===== config.mk =====
export PLATFORM = sky130hd
export DESIGN_NAME = mem_access_unit
export DESIGN_NICKNAME = d
export VERILOG_FILES = /design/src/rtl/mem_access_unit_pkg.sv /design/src/rtl/mem_lane_align.sv /design/src/rtl/mem_access_unit.sv
export SDC_FILE = /design/constraint.sdc
export NUM_CORES = 1
export LEC_CHECK = 0
export BUFFER_PORTS_ARGS = -buffer_cell sky130_fd_sc_hd__buf_4
export CAP_MARGIN = 20
export CORE_ASPECT_RATIO = 1.25
export CORE_MARGIN = 5
export CORE_UTILIZATION = 54
export CTS_CLUSTER_SIZE = 14
export DETAILED_ROUTE_END_ITERATION = 10
export GPL_TIMING_DRIVEN = 0
export PLACE_DENSITY_LB_ADDON = 0.25
export SYNTH_ARGS = -nofsm -noshare
export SYNTH_HDL_FRONTEND = slang
export SYNTH_SLANG_ARGS = --single-unit

===== constraint.sdc =====
create_clock -name clk -period 4.05 [get_ports clk]
set_input_delay 0.405 -clock clk [delete_from_list [all_inputs] [get_ports clk]]
set_output_delay 0.405 -clock clk [all_outputs]
set_load 0.01 [all_outputs]

===== src/rtl/mem_access_unit_pkg.sv =====
// Shared encodings for the load/store front-end: request sizes and FSM states.
package mem_access_unit_pkg;

  localparam logic [1:0] SZ_BYTE = 2'b00;
  localparam logic [1:0] SZ_HALF = 2'b01;
  localparam logic [1:0] SZ_WORD = 2'b10;
  localparam logic [1:0] SZ_RSVD = 2'b11;

  typedef enum logic [1:0] {
    IDLE   = 2'b00,
    LD     = 2'b01,
    RMW_RD = 2'b10,
    ST     = 2'b11
  } mau_state_e;

  // Natural alignment check; reserved size is reported as misaligned too.
  function automatic logic is_misaligned(input logic [1:0] size, input logic [1:0] offset);
    case (size)
      SZ_BYTE: is_misaligned = 1'b0;
      SZ_HALF: is_misaligned = offset[0];
      SZ_WORD: is_misaligned = (offset != 2'b00);
      default: is_misaligned = 1'b1;
    endcase
  endfunction

endpackage


===== src/rtl/mem_lane_align.sv =====
// Big-endian lane handling: load extraction/extension and sub-word store merge.
module mem_lane_align
  import mem_access_unit_pkg::*;
(
  input  logic [31:0] rd_word,
  input  logic [1:0]  offset,
  input  logic [1:0]  size,
  input  logic        sign_ext,
  input  logic [31:0] wdata,
  output logic [31:0] ext_data,
  output logic [31:0] merged_word
);

  logic [7:0]  byte_lane;
  logic [15:0] half_lane;

  always_comb begin
    byte_lane = 8'h00;
    case (offset)
      2'd0: byte_lane = rd_word[31:24];
      2'd1: byte_lane = rd_word[23:16];
      2'd2: byte_lane = rd_word[15:8];
      2'd3: byte_lane = rd_word[7:0];
      default: byte_lane = 8'h00;
    endcase
    half_lane = offset[1] ? rd_word[15:0] : rd_word[31:16];

    case (size)
      SZ_BYTE: ext_data = {{24{sign_ext & byte_lane[7]}}, byte_lane};
      SZ_HALF: ext_data = {{16{sign_ext & half_lane[15]}}, half_lane};
      default: ext_data = rd_word;
    endcase
  end

  // Byte lane gi holds bits [8gi+7:8gi], i.e. big-endian byte offset 3-gi.
  generate
    for (genvar gi = 0; gi < 4; gi++) begin : g_lane
      localparam logic [1:0] LANE_OFF = 2'(3 - gi);
      localparam int         HALF_SRC = ((gi % 2) == 1) ? 8 : 0;

      logic       lane_wr;
      logic [7:0] lane_data;

      always_comb begin
        lane_wr   = 1'b0;
        lane_data = wdata[8*gi +: 8];
        case (size)
          SZ_BYTE: begin
            lane_wr   = (offset == LANE_OFF);
            lane_data = wdata[7:0];
          end
          SZ_HALF: begin
            lane_wr   = (offset[1] == LANE_OFF[1]);
            lane_data = wdata[HALF_SRC +: 8];
          end
          SZ_WORD: lane_wr = 1'b1;
          default: lane_wr = 1'b0;
        endcase
      end

      assign merged_word[8*gi +: 8] = lane_wr ? lane_data : rd_word[8*gi +: 8];
    end
  endgenerate

endmodule


===== src/rtl/mem_access_unit.sv =====
// Load/store front-end for a word-wide big-endian data memory; sub-word stores
// are done as read-modify-write, bad requests are answered without touching memory.
module mem_access_unit
  import mem_access_unit_pkg::*;
#(
  parameter int unsigned MEM_BYTES = 8096
) (
  input  logic        clk,
  input  logic        rst_n,
  input  logic        req_valid,
  output logic        req_ready,
  input  logic        req_wr,
  input  logic [1:0]  req_size,
  input  logic        req_signed,
  input  logic [31:0] req_addr,
  input  logic [31:0] req_wdata,
  output logic        resp_valid,
  output logic [31:0] resp_rdata,
  output logic        resp_err,
  output logic        mem_en,
  output logic        mem_wr,
  output logic [31:0] mem_addr,
  output logic [31:0] mem_wdata,
  input  logic [31:0] mem_rdata
);

  mau_state_e  state_reg, state_next;
  logic [31:0] addr_reg;
  logic [1:0]  size_reg;
  logic        signed_reg;
  logic [31:0] wbuf_reg;
  logic        resp_valid_reg, resp_err_reg;
  logic [31:0] resp_rdata_reg;

  logic        accept;
  logic        range_err;
  logic        req_err;
  logic [31:0] ext_data;
  logic [31:0] merged_word;

  // The last byte of the addressed word must lie inside the memory.
  assign range_err = ({req_addr[31:2], 2'b11} >= 32'(MEM_BYTES));
  assign req_err   = range_err | is_misaligned(req_size, req_addr[1:0]);
  assign accept    = req_valid & req_ready;

  mem_lane_align u_align (
    .rd_word     (mem_rdata),
    .offset      (addr_reg[1:0]),
    .size        (size_reg),
    .sign_ext    (signed_reg),
    .wdata       (wbuf_reg),
    .ext_data    (ext_data),
    .merged_word (merged_word)
  );

  // Memory drive is decoded from state alone, so reset silences it at once.
  always_comb begin
    state_next = state_reg;
    req_ready  = 1'b0;
    mem_en     = 1'b0;
    mem_wr     = 1'b0;
    mem_addr   = 32'h0;
    mem_wdata  = 32'h0;
    case (state_reg)
      IDLE: begin
        req_ready = 1'b1;
        if (req_valid && !req_err) begin
          if (!req_wr)
            state_next = LD;
          else if (req_size == SZ_WORD)
            state_next = ST;
          else
            state_next = RMW_RD;
        end
      end
      LD: begin
        mem_en     = 1'b1;
        mem_addr   = {addr_reg[31:2], 2'b00};
        state_next = IDLE;
      end
      RMW_RD: begin
        mem_en     = 1'b1;
        mem_addr   = {addr_reg[31:2], 2'b00};
        state_next = ST;
      end
      ST: begin
        mem_en     = 1'b1;
        mem_wr     = 1'b1;
        mem_addr   = {addr_reg[31:2], 2'b00};
        mem_wdata  = wbuf_reg;
        state_next = IDLE;
      end
      default: state_next = IDLE;
    endcase
  end

  always_ff @(posedge clk or negedge rst_n) begin
    if (!rst_n) begin
      state_reg      <= IDLE;
      addr_reg       <= 32'h0;
      size_reg       <= SZ_BYTE;
      signed_reg     <= 1'b0;
      wbuf_reg       <= 32'h0;
      resp_valid_reg <= 1'b0;
      resp_err_reg   <= 1'b0;
      resp_rdata_reg <= 32'h0;
    end else begin
      state_reg      <= state_next;
      resp_valid_reg <= 1'b0;
      resp_err_reg   <= 1'b0;
      resp_rdata_reg <= 32'h0;

      if (accept) begin
        addr_reg   <= req_addr;
        size_reg   <= req_size;
        signed_reg <= req_signed;
        wbuf_reg   <= req_wdata;
        if (req_err) begin
          resp_valid_reg <= 1'b1;
          resp_err_reg   <= 1'b1;
        end
      end

      case (state_reg)
        LD: begin
          resp_valid_reg <= 1'b1;
          resp_rdata_reg <= ext_data;
        end
        RMW_RD: wbuf_reg <= merged_word;
        ST:     resp_valid_reg <= 1'b1;
        default: ;
      endcase
    end
  end

  assign resp_valid = resp_valid_reg;
  assign resp_err   = resp_err_reg;
  assign resp_rdata = resp_rdata_reg;

endmodule


==> results.py <==
metrics = {
    "timing": {
        "worst_pin_slew_ns": 0.621,
        "min_period_ns": 2.54,
        "setup_viol": 0,
        "tns_ns": 0,
        "rsz0062_at_grt": "false",
        "slew_headroom_pct": 58.6,
        "skew_ns": 0.00676,
        "finalHoldViolations": 0,
        "drv_slew": 0,
        "fmax_mhz": 394,
        "setup_slack_ns": 1.51,
        "fin_crit_sh_pct": 62.7,
    },
    "worst_setup_path": {
        "rr_worst_depth": 4,
        "cp.arrival_ns": 2.14,
        "startpoint": "state_reg[1]",
        "rrSetupSlack_ns": 1.94,
        "reg2reg_from": "state_reg[1]",
        "reg2reg_to": "wbuf_reg[5]",
        "end_kind": "output port",
        "crit_type": "reg2out",
        "endpoint": "mem_addr[12]",
        "worstPathRequired_ns": 3.64,
        "cp_max_fo": 10,
        "cp-start-kind": "flop",
    },
    "cts": {
        "cts_made_buffers": 9,
        "clock_path_buffers": 2,
        "post_cts_resized": 0,
        "cts_hold_buffers": 0,
        "cts.sinks": 103,
        "clk_pin_slew_worst_paths_ns": 0.07,
        "cts_setup_buffers": 0,
        "htree_levels": 3,
        "cts_root_buf": "clkbuf_16",
        "insertion_delay_ns": 0.36,
        "tritoncts": "done",
    },
    "finish": {
        "multi_input_area_mm2": 0.00267,
        "fillCellCount": 753,
        "final_layout_size_suffix_gt1_share_pct": 35.5,
        "seqCellArea_mm2": 0.00258,
        "finalNetCount": 903,
        "diodes": 0,
        "syn_to_final_growth_pct": 36.3,
    },
    "synthesis": {
        "yosys.area.top_type": "dfrtp_1",
        "ys_top_cells_by_area": "dfrtp_1 47%, nand2_1 10%, mux2_2 5.8%",
        "avgSynthCellArea_um2": 9.35,
        "synth-warning-count": 0,
        "netlist.area_leader.share_pct": 47.1,
        "yosysSeqAreaShare_pct": 47.1,
        "syn-instance-count": 586,
        "synth_commonest_cells": "151 x nand2_1, 103 x dfrtp_1, 32 x a21oi_1, 32 x and3_1, 32 x nor2b_1",
        "synth_edf_count": 0,
        "synth.distinct_cells": 52,
        "async_reset_ff_share_pct": 100,
        "mappedNetlistArea_mm2": 0.00548,
        "ys_ff_latch": 103,
        "yosysMostFrequentCell": "nand2_1",
        "ys.flop_type": "dfrtp_1",
    },
    "place": {
        "io_buffers": 201,
        "gp_congestion": 0.898,
        "pre_cts_ws_ns": 1.88,
        "hpwl_mm": 13.4,
    },
    "global_routing": {
        "grt_usage_pct": 28.1,
        "grt_max_degree": 71,
        "grt_pass1_vias": 5317,
        "antenna_found_initial": 0,
        "global_route.overflow_total": 0,
        "grt_pass1_wl_mm": 26.8,
    },
    "route": {
        "route.detailed.drc": 0,
        "ant_nets": 0,
        "top_layer_used": "met4",
        "wl_per_cell_um": 18.5,
        "wirelength_mm": 17.3,
        "wl_met1_mm": 6.24,
        "dr_wl_met3_mm": 1.63,
        "wl_met2_mm": 8.78,
        "drtPass1Iterations": 7,
        "first_iter_violations": 315,
        "vias_per_cell": 5.68,
        "via_count": 5303,
    },
    "floorplanning": {
        "core_area_mm2": 0.0100,
        "initial_utilization_pct": 54.7,
        "dieArea_mm2": 0.0123,
        "placementRows": 41,
        "die_x_um": 100,
        "pin_count": 204,
        "die_y_um": 123,
    },
    "pwr": {
        "p_per_area_mw_per_mm2": 321,
        "leakage_uw": 0.00387,
        "ir_drop_uv": 260,
        "p_total_uw": 2400,
    },
    "outcome": {
        "status": "finished, final reports clean",
    },
    "worst_hold_path": {
        "hold_path.class": "in2async",
    },
    "flow_run": {
        "maxCapViolations": 0,
    },
}
## per-stage QoR
| stage | util [%] | hold slack, ns | cells | cell area [um^2] |
|---|---|---|---|---|
| after global placement | 71.5 | 0.452 | 917 | 7150 |
| after CTS | 74.6 | 0.0138 | 934 | 7470 |
| after global routing | 74.6 | 0.0347 | 934 | 7470 |
| after detailed placement | 71.8 | 0.392 | 918 | 7180 |
| after floorplan | - | 0.109 | 587 | 5480 |
| final | 74.6 | 0.0000341 | 934 | 7470 |
## power by group
group          total, uW  switching [uW]  internal (uW)
sequential          1140            47.4           1090
clock                844             413            431
combinational        416             214            201
total               2400             675           1720
## how the worst min path moves through the flow
stage / startpoint / slack [ns] / cells after the start / end
CTS: rst_n / 0.01 / 1 / wbuf_reg[22]
detailed placement: rst_n / 0.39 / 1 / wbuf_reg[22]
global route: rst_n / 0.03 / 1 / wbuf_reg[22]
global placement: addr_reg[9] / 0.45 / 2 / addr_reg[9]
floorplan: rst_n / 0.11 / 0 / addr_reg[0]
finish: rst_n / 0.00003 / 1 / wbuf_reg[22]
## critical path: stages (launching register included)
cell and delay, ns:
dfrtp_1 0.42, clkbuf_1 0.27, nor2_1 0.37, clkbuf_1 0.42
nor2b_1 0.12, buf_4 0.17
## layout make-up
class | instances | share of cell area (%)
inverters | 5 | 0.251
flip-flops and latches | 103 | 34.5
clock buffers | 9 | 3.02
clock inverters | 7 | 0.838
well taps | 129 | 2.16
repair buffers | 202 | 20.6
multi-input cells | 437 | 35.7
plain buffers | 42 | 2.92
## routing by layer
| metal | GRT usage [%] | vias up |
|---|---|---|
| met3 | 7.45 | 44 |
| met4 | 12.3 | 0 |
| met1 | 33.2 | 2520 |
| met5 | 0 | - |
| li1 | - | 2458 |
| met2 | 48.0 | 281 |
## cells in the final DEF, fill, tap and decap left out, types with 9 or more instances in the layout
| cell type | count |
|---|---|
| a21oi_1 | 32 |
| and3_1 | 32 |
| mux2_2 | 28 |
| mux2i_1 | 9 |
| clkbuf_1 | 20 |
| a22oi_1 | 14 |
| clkbuf_16 | 9 |
| nand2_1 | 151 |
| dfrtp_1 | 103 |
| nand3_1 | 9 |
| nor2_1 | 26 |
| nor2b_1 | 32 |
| buf_4 | 204 |
| buf_2 | 12 |
| o211ai_1 | 17 |
## cells by family after synthesis
| kind of cell | Yosys count | synth area share [%] |
|---|---|---|
| AOI/OAI and AO/OA | 111 | 14.4 |
| buffers and inverters | 47 | 4.32 |
| DFF | 103 | 47.1 |
| muxes | 46 | 10.0 |
| other | 1 | 0.0685 |
| and+or+nand+nor | 278 | 24.1 |
(Power assumes the default switching activity.)
